--- config.mk ---
export PLATFORM = sky130hd
export DESIGN_NAME = fetch_ctrl_flat
export DESIGN_NICKNAME = d
export VERILOG_FILES = /design/src/rtl/fetch_ctrl_if.sv /design/src/rtl/fetch_ctrl.sv /design/src/flat_wrapper.sv
export SDC_FILE = /design/constraint.sdc
export NUM_CORES = 1
export LEC_CHECK = 0
export ABC_AREA = 1
export CAP_MARGIN = 20
export CORE_ASPECT_RATIO = 1.4
export CORE_MARGIN = 1
export CORE_UTILIZATION = 35
export DETAILED_ROUTE_END_ITERATION = 10
export SKIP_CTS_REPAIR_TIMING = 1
export SLEW_MARGIN = 20
export SYNTH_ARGS = -nofsm -noshare
export SYNTH_HDL_FRONTEND = slang
export SYNTH_SLANG_ARGS = --single-unit
--- constraint.sdc ---
create_clock -name Clk -period 4.6 [get_ports Clk]
set_clock_uncertainty 0.05 [all_clocks]
set_input_delay 1.38 -clock Clk [delete_from_list [all_inputs] [get_ports Clk]]
set_output_delay 1.38 -clock Clk [all_outputs]
set_load 0.1 [all_outputs]
--- src/rtl/fetch_ctrl_if.sv ---
// Instruction-memory read bus between the fetch controller and instruction memory.
//   mem_req   : read request, held until mem_ack
//   mem_addr  : read address, stable while mem_req = 1
//   mem_ack   : one-cycle pulse, mem_rdata valid
//   mem_rdata : instruction word
interface fetch_ctrl_if #(
  parameter int unsigned ADDR_W = 32
);
  logic              mem_req;
  logic [ADDR_W-1:0] mem_addr;
  logic              mem_ack;
  logic [31:0]       mem_rdata;

  modport master (output mem_req, mem_addr, input mem_ack, mem_rdata);
  modport slave  (input mem_req, mem_addr, output mem_ack, mem_rdata);
endinterface

--- src/rtl/fetch_ctrl.sv ---
// Instruction-fetch controller: issues one memory read per PC value, hands the
// word to decode through an output register backed by a one-entry skid buffer,
// and holds the PC (stall) until the fetch at the current address is captured.
//   Clk, Clrn  : clock, asynchronous active-low reset
//   pc         : current PC value
//   flush      : redirect, PC loads a branch/jump target this cycle
//   id_stall   : decode cannot accept an instruction this cycle
//   stall      : combinational PC hold (1 = hold)
//   mem        : instruction-memory read bus (master side)
//   inst, inst_pc, inst_valid : instruction to decode, its address, valid flag
module fetch_ctrl #(
  parameter logic [31:0] NOP_INST = 32'h0000_0000,
  parameter int unsigned ADDR_W   = 32
) (
  input  logic              Clk,
  input  logic              Clrn,
  input  logic [ADDR_W-1:0] pc,
  input  logic              flush,
  input  logic              id_stall,
  output logic              stall,
  fetch_ctrl_if.master      mem,
  output logic [31:0]       inst,
  output logic [ADDR_W-1:0] inst_pc,
  output logic              inst_valid
);

  typedef enum logic [1:0] {IDLE, WAIT, DRAIN, FULL} state_t;

  state_t            state, state_n;
  logic              req_q, req_n;
  logic [ADDR_W-1:0] addr_q, addr_n;
  logic [31:0]       inst_n;
  logic [ADDR_W-1:0] inst_pc_n;
  logic              inst_valid_n;
  logic [31:0]       skid_data, skid_data_n;
  logic [ADDR_W-1:0] skid_pc, skid_pc_n;

  assign mem.mem_req  = req_q;
  assign mem.mem_addr = addr_q;

  // PC advances only on the cycle the fetch at its address is acknowledged,
  // or immediately on redirect.
  assign stall = flush ? 1'b0 : !((state == WAIT) && mem.mem_ack);

  // State and datapath registers.
  always_ff @(posedge Clk or negedge Clrn) begin
    if (!Clrn) begin
      state      <= IDLE;
      req_q      <= 1'b0;
      addr_q     <= '0;
      inst       <= NOP_INST;
      inst_pc    <= '0;
      inst_valid <= 1'b0;
      skid_data  <= NOP_INST;
      skid_pc    <= '0;
    end else begin
      state      <= state_n;
      req_q      <= req_n;
      addr_q     <= addr_n;
      inst       <= inst_n;
      inst_pc    <= inst_pc_n;
      inst_valid <= inst_valid_n;
      skid_data  <= skid_data_n;
      skid_pc    <= skid_pc_n;
    end
  end

  // Next-state and datapath selection.
  always_comb begin
    state_n      = state;
    req_n        = req_q;
    addr_n       = addr_q;
    inst_n       = inst;
    inst_pc_n    = inst_pc;
    inst_valid_n = inst_valid && id_stall;  // decode consumes when not stalled
    skid_data_n  = skid_data;
    skid_pc_n    = skid_pc;

    unique case (state)
      IDLE: begin
        // On redirect the new target is issued on the following cycle.
        if (!flush) begin
          req_n   = 1'b1;
          addr_n  = pc;
          state_n = WAIT;
        end
      end
      WAIT: begin
        if (flush) begin
          if (mem.mem_ack) begin
            req_n   = 1'b0;
            state_n = IDLE;
          end else begin
            state_n = DRAIN;
          end
        end else if (mem.mem_ack) begin
          req_n = 1'b0;
          if (!inst_valid || !id_stall) begin
            inst_n       = mem.mem_rdata;
            inst_pc_n    = addr_q;
            inst_valid_n = 1'b1;
            state_n      = IDLE;
          end else begin
            skid_data_n = mem.mem_rdata;
            skid_pc_n   = addr_q;
            state_n     = FULL;
          end
        end
      end
      FULL: begin
        if (flush) begin
          state_n = IDLE;
        end else if (!id_stall) begin
          inst_n       = skid_data;
          inst_pc_n    = skid_pc;
          inst_valid_n = 1'b1;
          state_n      = IDLE;
        end
      end
      DRAIN: begin
        // Outstanding read from before the redirect; its data is dropped.
        if (mem.mem_ack) begin
          req_n   = 1'b0;
          state_n = IDLE;
        end
      end
      default: state_n = IDLE;
    endcase

    // Redirect discards everything already fetched.
    if (flush) begin
      inst_valid_n = 1'b0;
      inst_n       = NOP_INST;
    end
  end

endmodule

--- src/flat_wrapper.sv ---
// flat-port wrapper written by rule: the top's interface ports become plain ports
module fetch_ctrl_flat 
#(
  parameter logic [31:0] NOP_INST = 32'h0000_0000,
  parameter int unsigned ADDR_W   = 32
)
  (Clk, Clrn, pc, flush, id_stall, stall, inst, inst_pc, inst_valid, mem_mem_req, mem_mem_addr, mem_mem_ack, mem_mem_rdata);
  fetch_ctrl_if #(.ADDR_W(ADDR_W)) mem_i ();
  input  logic Clk;
  input  logic Clrn;
  input  logic [ADDR_W-1:0] pc;
  input  logic flush;
  input  logic id_stall;
  output logic stall;
  output logic [31:0] inst;
  output logic [ADDR_W-1:0] inst_pc;
  output logic inst_valid;
  output wire logic [$bits(mem_i.mem_req)-1:0] mem_mem_req;
  output wire logic [$bits(mem_i.mem_addr)-1:0] mem_mem_addr;
  input wire logic [$bits(mem_i.mem_ack)-1:0] mem_mem_ack;
  input wire logic [$bits(mem_i.mem_rdata)-1:0] mem_mem_rdata;
  assign mem_mem_req = mem_i.mem_req;
  assign mem_mem_addr = mem_i.mem_addr;
  assign mem_i.mem_ack = mem_mem_ack;
  assign mem_i.mem_rdata = mem_mem_rdata;
  fetch_ctrl #(.NOP_INST(NOP_INST), .ADDR_W(ADDR_W)) u_core (.Clk(Clk), .Clrn(Clrn), .pc(pc), .flush(flush), .id_stall(id_stall), .stall(stall), .mem(mem_i), .inst(inst), .inst_pc(inst_pc), .inst_valid(inst_valid));
endmodule
==> results of run 1 <==
## placed cells by master, fill, tap and decap left out
master                            instances
sky130_fd_sc_hd__a21oi_1                  2
sky130_fd_sc_hd__a21oi_4                  1
sky130_fd_sc_hd__buf_12                   3
sky130_fd_sc_hd__buf_4                    7
sky130_fd_sc_hd__buf_6                    1
sky130_fd_sc_hd__bufinv_16                4
sky130_fd_sc_hd__clkbuf_1                 1
sky130_fd_sc_hd__clkbuf_16               17
sky130_fd_sc_hd__clkdlybuf4s50_1        165
sky130_fd_sc_hd__clkinv_2                 1
sky130_fd_sc_hd__clkinvlp_4               1
sky130_fd_sc_hd__dfrtp_1                164
sky130_fd_sc_hd__ha_1                     4
sky130_fd_sc_hd__ha_4                     1
sky130_fd_sc_hd__inv_1                   70
sky130_fd_sc_hd__inv_2                    4
sky130_fd_sc_hd__inv_6                    5
sky130_fd_sc_hd__inv_8                    3
sky130_fd_sc_hd__nand2_1                309
sky130_fd_sc_hd__nand2_2                  3
sky130_fd_sc_hd__nand2_4                  1
sky130_fd_sc_hd__nand3_1                 34
sky130_fd_sc_hd__nand3_2                  2
sky130_fd_sc_hd__nand3_4                  1
sky130_fd_sc_hd__nand4_1                  1
sky130_fd_sc_hd__nor2_1                  68
sky130_fd_sc_hd__nor2_4                   2
sky130_fd_sc_hd__o21ai_0                165
sky130_fd_sc_hd__o21ai_4                  1
## critical path: stages
cell and delay, ns:
sky130_fd_sc_hd__clkdlybuf4s50_1 0.48, sky130_fd_sc_hd__nand2_1 0.09, sky130_fd_sc_hd__inv_1 0.08, sky130_fd_sc_hd__nor2_1 0.18, sky130_fd_sc_hd__buf_12 0.20
## synth_stat cells, types with 2 or more instances
library cell and count:
sky130_fd_sc_hd__clkbuf_1 18, sky130_fd_sc_hd__nand2_2 3, sky130_fd_sc_hd__buf_6 11, sky130_fd_sc_hd__buf_2 24, sky130_fd_sc_hd__dfrtp_1 164, sky130_fd_sc_hd__o21ai_0 165
sky130_fd_sc_hd__inv_1 70, sky130_fd_sc_hd__a21oi_1 2, sky130_fd_sc_hd__nand3_2 2, sky130_fd_sc_hd__nor2_1 69, sky130_fd_sc_hd__ha_1 5, sky130_fd_sc_hd__nand3_1 35
sky130_fd_sc_hd__nand2_1 309, sky130_fd_sc_hd__inv_2 4
## final timing paths
path,start,end,cells after the start
max,mem_mem_ack,stall,5
min,u_core.inst_pc[31],u_core.inst_pc[31],2
max reg2reg,u_core.state[0],u_core.inst_pc[29],7
min in group asynchronous,Clrn,u_core.mem.mem_addr[29],1
max in group asynchronous,Clrn,u_core.inst[16],2
min reg2reg,u_core.inst_pc[31],u_core.inst_pc[31],2
## metrics by stage
step / worst slack, ns / std cells / instance area [um^2] / hold WS [ns] / utilization [%]
2_1_floorplan: 0.450 / 887 / 7280 / 0.403 / -
3_5_place_dp: 0.735 / 1265 / 9100 / 0.409 / 44.4
5_1_grt: 0.701 / 1297 / 9740 / 0.449 / 47.6
4_1_cts: 0.757 / 1297 / 9740 / 0.425 / 47.6
3_3_place_gp: 0.782 / 1265 / 9100 / 0.405 / 44.4
6_report: 0.757 / 1297 / 9740 / 0.419 / 47.6
## routing by layer
| layer | vias to the layer above | part of all wire [%] | track usage [%] |
|---|---|---|---|
| met2 | 139 | 49 | 29.1 |
| met5 | - | 0 | 0 |
| li1 | 3067 | - | - |
| met4 | 0 | 2.0 | 6.60 |
| met3 | 22 | 4.8 | 3.92 |
| met1 | 2853 | 44 | 22.7 |
## area by class of cell
class,instances,share of cell area (%)
Clock buffer,18,4.41
Clock inverter,14,2.16
Inverter,74,2.85
Multi-Input combinational cell,595,26.9
Sequential cell,164,42.1
Tap cell,256,3.29
Timing Repair Buffer,176,18.2
## cells by family after synthesis
| kind of cell | synth area share, % |
|---|---|
| AND/OR/NAND/NOR | 22.8 |
| adder cells (fa/ha/maj) | 0.859 |
| AO/OA/AOI/OAI | 11.8 |
| buffers and inverters | 8.16 |
| flip-flops | 56.3 |
## flip-flops by register name, summed over array words and instances, names as in the netlist
register             flops
u_core.inst_valid        1
u_core.mem.mem_req       1
u_core.mem.mem_addr     32
u_core.skid_data        32
u_core.inst             32
u_core.state             2
u_core.skid_pc          32
u_core.inst_pc          32
==> results, run 1 <==
- After synthesis the netlist holds a flip-flop and latch count of 164.
- A synthesized cell averages 8.21 um^2.
- Global routing finished with a remaining overflow of 0.
- The nature of the critical path startpoint is an input port.
- The maximum clock rate is 260 MHz.
- The initial utilization of the core area, before any placement, comes to 35.6%.
- The number of violations of the max-capacitance limit is 0.
- The worst hold path belongs to the class register to register.
- Setup repair after global routing left no endpoint under its margin.
- For the final routed database, the setup TNS stands at 0 ns.
- In the routed layout, each cell is associated on average with a via count of 4.69.
- The initial antenna violation count is 0.
- In this run, synthesis inferred 0 flip-flops with an integrated enable.
- The number of max-slew violations in the final report came to 0.
- For this run, the total global-route usage over all layers was measured as 17.8%.
- The count of antenna-violating nets left after detailed routing is 0.
- Counting every sink on the clock net gives 164.
- The cell area that synthesis handed to floorplanning was 0.00728 mm^2.
- The flow ran to the end, and the final reports show no timing, DRC or antenna violations.
- The pin count of the biggest net entering global routing is 129.
- TritonCTS built the clock tree.
- The multi-input combinational cells in the finished layout cover a total of 0.00263 mm^2.
- The type of the setup path with the least slack is input port to primary output.
- Across all layers, the routed design uses 6081 vias.
- After synthesis, the netlist uses 20 different library cells.
- The async set-reset flop share out of synthesis is 100%.
- The number of warnings issued by yosys is 0.
- The count of input and output buffers is 167.
- The mean routed wirelength per cell is 13.7 um.
- Measured against its own limit, the worst slew margin works out to 28.7%.
- The number of nets in the synthesized netlist is 961.
- The cell count after synthesis is 887.
- Among all flip-flop cells after synthesis, the most frequent one is sky130_fd_sc_hd__dfrtp_1.
- The number of detailed-routing iterations run before antenna repair is 6.
- The final hold violation count is 0.
- In the final design database the tool counted 1102 nets.
- The number of DRC markers after the initial detailed-route iteration is 450.
- The post-route minimum period is 3.84 ns.
- The fraction of post-synthesis cell area in the top cell type by area is 56.3%.
- The placer's final routability congestion estimate is 0.727.
- The layout overhead on the synthesized area is 33.8%.
- The clock tree buffer depth is 2.
- The fraction of the yosys area taken by sequential cells is 56.3%.
- Across the whole layout, storage elements account for 0.00410 mm^2.
- 0 antenna diodes ended up in the layout.
- The detailed-route DRC error count is 0.
- The HPWL after detailed placement is 11500 um.
- The kind of end point of the critical path is a primary output.
- The final critical path takes up 83.5% of the cycle.
- The maximum fanout along the worst path is 4.
- In this run the vertical extent of the chip is 173 um.
- The die is 124 um wide.
- The first global-routing pass estimated 29900 um of wire.
- Data on the critical path arrives at its endpoint at 2.41 ns.
- In the final layout, the share of cells above drive strength 1 is 5.57%.
- The layout has 2063 filler cells.
- The internal reg-to-reg setup slack is 2.51 ns.
- In this run the core area contains 62 standard-cell rows.
- The actual transition at the worst max-transition pin is 1.07 ns.
- The number of setup violations in the final report is 0.
- The total CTS buffers is 17.
- The later pin in the worst-skew pair is clocked with a latency of 0.42 ns.
- The total number of H-tree levels is 4.
- The via count of the first global-routing pass is 5817.
- Sorting the synthesized cells by area gives the leading types as sky130_fd_sc_hd__dfrtp_1 (56%), sky130_fd_sc_hd__nand2_1 (16%), sky130_fd_sc_hd__o21ai_0 (11%).
- Clock-pin slew was measured on the worst setup and hold paths at 0.06 ns.
- At the worst endpoint, the required time is 3.17 ns.
- The die covers 0.0214 mm^2.
- The number of placed I/O pins is 168.
- The clock tree root driver cell is sky130_fd_sc_hd__clkbuf_16.
- The total length of routed wires is 17700 um.
- After floorplanning, the core was sized to cover 0.0205 mm^2.
- The biggest area contributor in the post-synthesis netlist is sky130_fd_sc_hd__dfrtp_1.
Power of run 1 is not shown: default switching activity piles up to over one toggle a cycle in this logic, so the estimate is an artifact.
==> inputs of run 2 (changes only) <==
==> constraint.sdc (replaced) <==
create_clock -name Clk -period 3.1 [get_ports Clk]
set_clock_uncertainty 0.05 [all_clocks]
set_input_delay 0.93 -clock Clk [delete_from_list [all_inputs] [get_ports Clk]]
set_output_delay 0.93 -clock Clk [all_outputs]
set_load 0.1 [all_outputs]
==> run 2 against run 1 <==
Cell count grew 0.54%; count of clock-buffer cells in the layout up 1; critical path depth unchanged; wire length up 1.4%; largest cell class unchanged; global-route usage up 0.30 points; sequential share of layout area is 0.58 points higher; worst setup slack lost 0.53 ns; final area fell by 1.3%; core utilization is 0.64 points lower.
==> results, run 2 (synthesis gave the netlist of run 1 again) <==
- The die span in x is 124 um.
- The wire length on met2 is 9180 um.
- The detailed router used layers up to and including met4.
- The post-route netlist has 15.7% of its cells at a drive strength greater than 1.
- The first global-routing pass estimated 30000 um of wire.
- The kind of end point of the critical path is a primary output.
- The clock net sink count is 164.
- Input and output buffers added on the ports amount to 167.
- The setup total negative slack is 0 ns.
- The number of detailed-routing iterations run before antenna repair is 5.
- The flow ran to the end, and the final reports show no timing, DRC or antenna violations.
- The most common library cell in the layout ignoring fill and taps is sky130_fd_sc_hd__nand2_1.
- The length of routed met3 wiring is 732 um.
- Setup violations remaining at the end of the flow were counted as 0.
- The tree is rooted in a sky130_fd_sc_hd__clkbuf_16.
- The pin count of the biggest net entering global routing is 81.
- In this run the critical register-to-register path is captured at u_core.inst_pc[27].
- After clock tree synthesis, the clock-pin slew on the worst setup and hold paths is 0.06 ns.
- After global routing the overflow that remains totals 0.
- In this run the worst path has a maximum fanout of 4.
- The final hold violation count was 0.
- The type of the setup path with the least slack is input port to primary output.
- The worst setup path startpoint is mem_mem_ack.
- The nature of the critical path startpoint is an input port.
- Routability-driven placement finished with a final weighted congestion of 0.767.
- The mean routed wirelength per cell is 13.8 um.
- The number of rows created at floorplan is 62.
- Following the worst setup path forward leads to its endpoint at stall.
- The combined area of the multi-input logic cells is 0.00263 mm^2.
- The required time at the endpoint of the critical path is 2.12 ns.
- In this run the register-to-register setup slack is 0.99 ns.
- The insertion delay of the later-clocked pin in the worst-skew pair is 0.43 ns.
- The layout has 2034 filler cells.
- The repair_antennas step left the layout with diodes totalling 0.
- The total length of routed wires is 18000 um.
- The reg-to-reg startpoint is u_core.state[0].
- Setup repair after global routing left no endpoint under its margin.
- The routed layout has 6100 vias.
- Leaving out fill and tap cells, the most frequent cells in the layout are sky130_fd_sc_hd__nand2_1 (309), sky130_fd_sc_hd__o21ai_0 (165), sky130_fd_sc_hd__dfrtp_1 (164).
- The combined flip-flop and latch cell area is 0.00410 mm^2.
- The initial standard-cell utilization of the core is 35.6%.
- Global routing used 18.1% of the available tracks.
- The layout overhead on the synthesized area is 32.0%.
- The via count of the first global-routing pass is 5892.
- The floorplan die height is 173 um.
- The worst min-delay path class is register to register.
- After layout, the worst path uses 92.7% of the clock period.
- The floorplan step defined a core boundary enclosing 0.0205 mm^2.
- Once layout is complete, the utilization of the core stands at 46.9%.
- The number of max-slew violations in the final report came to 0.
- Counting I/O delays and the setup requirement, the final critical path takes 2.87 ns.
- In the final routing, the length of wire on met1 measures 7830 um.
- The total CTS buffers is 17.
- TritonCTS built the clock tree.
- Once detailed placement completed, the half-perimeter wirelength came to 12100 um.
- The maximum clock rate is 348 MHz.
- The count of cells in the finished layout, fillers not included, comes to 1304.
- After detailed placement, the design holds a cell count of 1272.
- The average vias per placed instance is 4.68.
- The number of violations of the max-capacitance limit is 0.
- The number of DRC markers after the initial detailed-route iteration is 315.
- Measured in cells, the most critical reg-to-reg path has a length of 5.
- The count of antenna-violating nets left after detailed routing is 0.
- The number of placed I/O pins is 168.
- The tightest slew margin relative to the limit is 48.8%.
- The full die area is 0.0214 mm^2.
- In the routed design, unresolved DRC markers number 0.
- Counting along the longest clock path gives a buffer depth of 2.
- The initial antenna violation count is 0.
- At the pin with the least slew margin, the transition time is 0.768 ns.
- The total number of H-tree levels is 4.
- For the worst setup path, the data arrival time is 1.89 ns.
- For this run, the post-layout net count is 1109.
run 2: changes by cell type in the layout (fill, tap and decap cells not counted):
cell | previous run | this run
sky130_fd_sc_hd__inv_8 | 3 | 0
sky130_fd_sc_hd__clkbuf_1 | 1 | 0
sky130_fd_sc_hd__clkinvlp_4 | 1 | 3
sky130_fd_sc_hd__buf_4 | 7 | 108
sky130_fd_sc_hd__buf_12 | 3 | 7
sky130_fd_sc_hd__clkinv_4 | 0 | 2
sky130_fd_sc_hd__nor2_1 | 68 | 67
sky130_fd_sc_hd__nor2_2 | 0 | 1
sky130_fd_sc_hd__inv_6 | 5 | 4
sky130_fd_sc_hd__clkinv_2 | 1 | 0
sky130_fd_sc_hd__clkbuf_8 | 0 | 2
sky130_fd_sc_hd__clkdlybuf4s50_1 | 165 | 67
run 2: worst min path at each step:
| stage | from | to | slack (ns) | cells past startpoint |
|---|---|---|---|---|
| 6_report | u_core.inst_pc[21] | u_core.inst_pc[21] | 0.42 | 2 |
| 4_1_cts | u_core.inst_pc[30] | u_core.inst_pc[30] | 0.43 | 2 |
| 3_3_place_gp | u_core.inst_pc[30] | u_core.inst_pc[30] | 0.41 | 2 |
| 2_1_floorplan | u_core.skid_pc[0] | u_core.skid_pc[0] | 0.40 | 2 |
| 5_1_grt | u_core.inst_pc[25] | u_core.inst_pc[25] | 0.44 | 2 |
| 3_5_place_dp | u_core.inst_pc[30] | u_core.inst_pc[30] | 0.41 | 2 |
run 2: metrics by stage:
step	hold WS [ns]	area, um^2	worst slack, ns
global placement	0.406	8960	0.229
finish	0.423	9610	0.227
floorplan	0.403	7290	0.324
CTS	0.427	9610	0.224
global route	0.440	9610	0.159
detailed placement	0.411	8960	0.205
run 2: worst max-delay path: stages:
cell and delay (ns):
sky130_fd_sc_hd__clkdlybuf4s50_1 0.53, sky130_fd_sc_hd__nand2_1 0.07, sky130_fd_sc_hd__inv_1 0.13, sky130_fd_sc_hd__nor2_2 0.07, sky130_fd_sc_hd__buf_12 0.17
run 2: area by class of cell:
cell class                      instances  share of cell area [%]
Sequential cell                       164                    42.7
Multi-Input combinational cell        595                    27.3
Timing Repair Buffer                  183                    17.0
Clock buffer                           19                    4.71
Tap cell                              256                    3.33
Inverter                               74                    2.89
Clock inverter                         13                    2.03
run 2: metal layers:
metal / track usage [%] / vias to the layer above
met2: 30.8 / 126
met5: 0 / -
met4: 5.80 / 0
li1: - / 3075
met1: 22.4 / 2885
met3: 3.89 / 14
Power of run 2 is left out for the same reason.
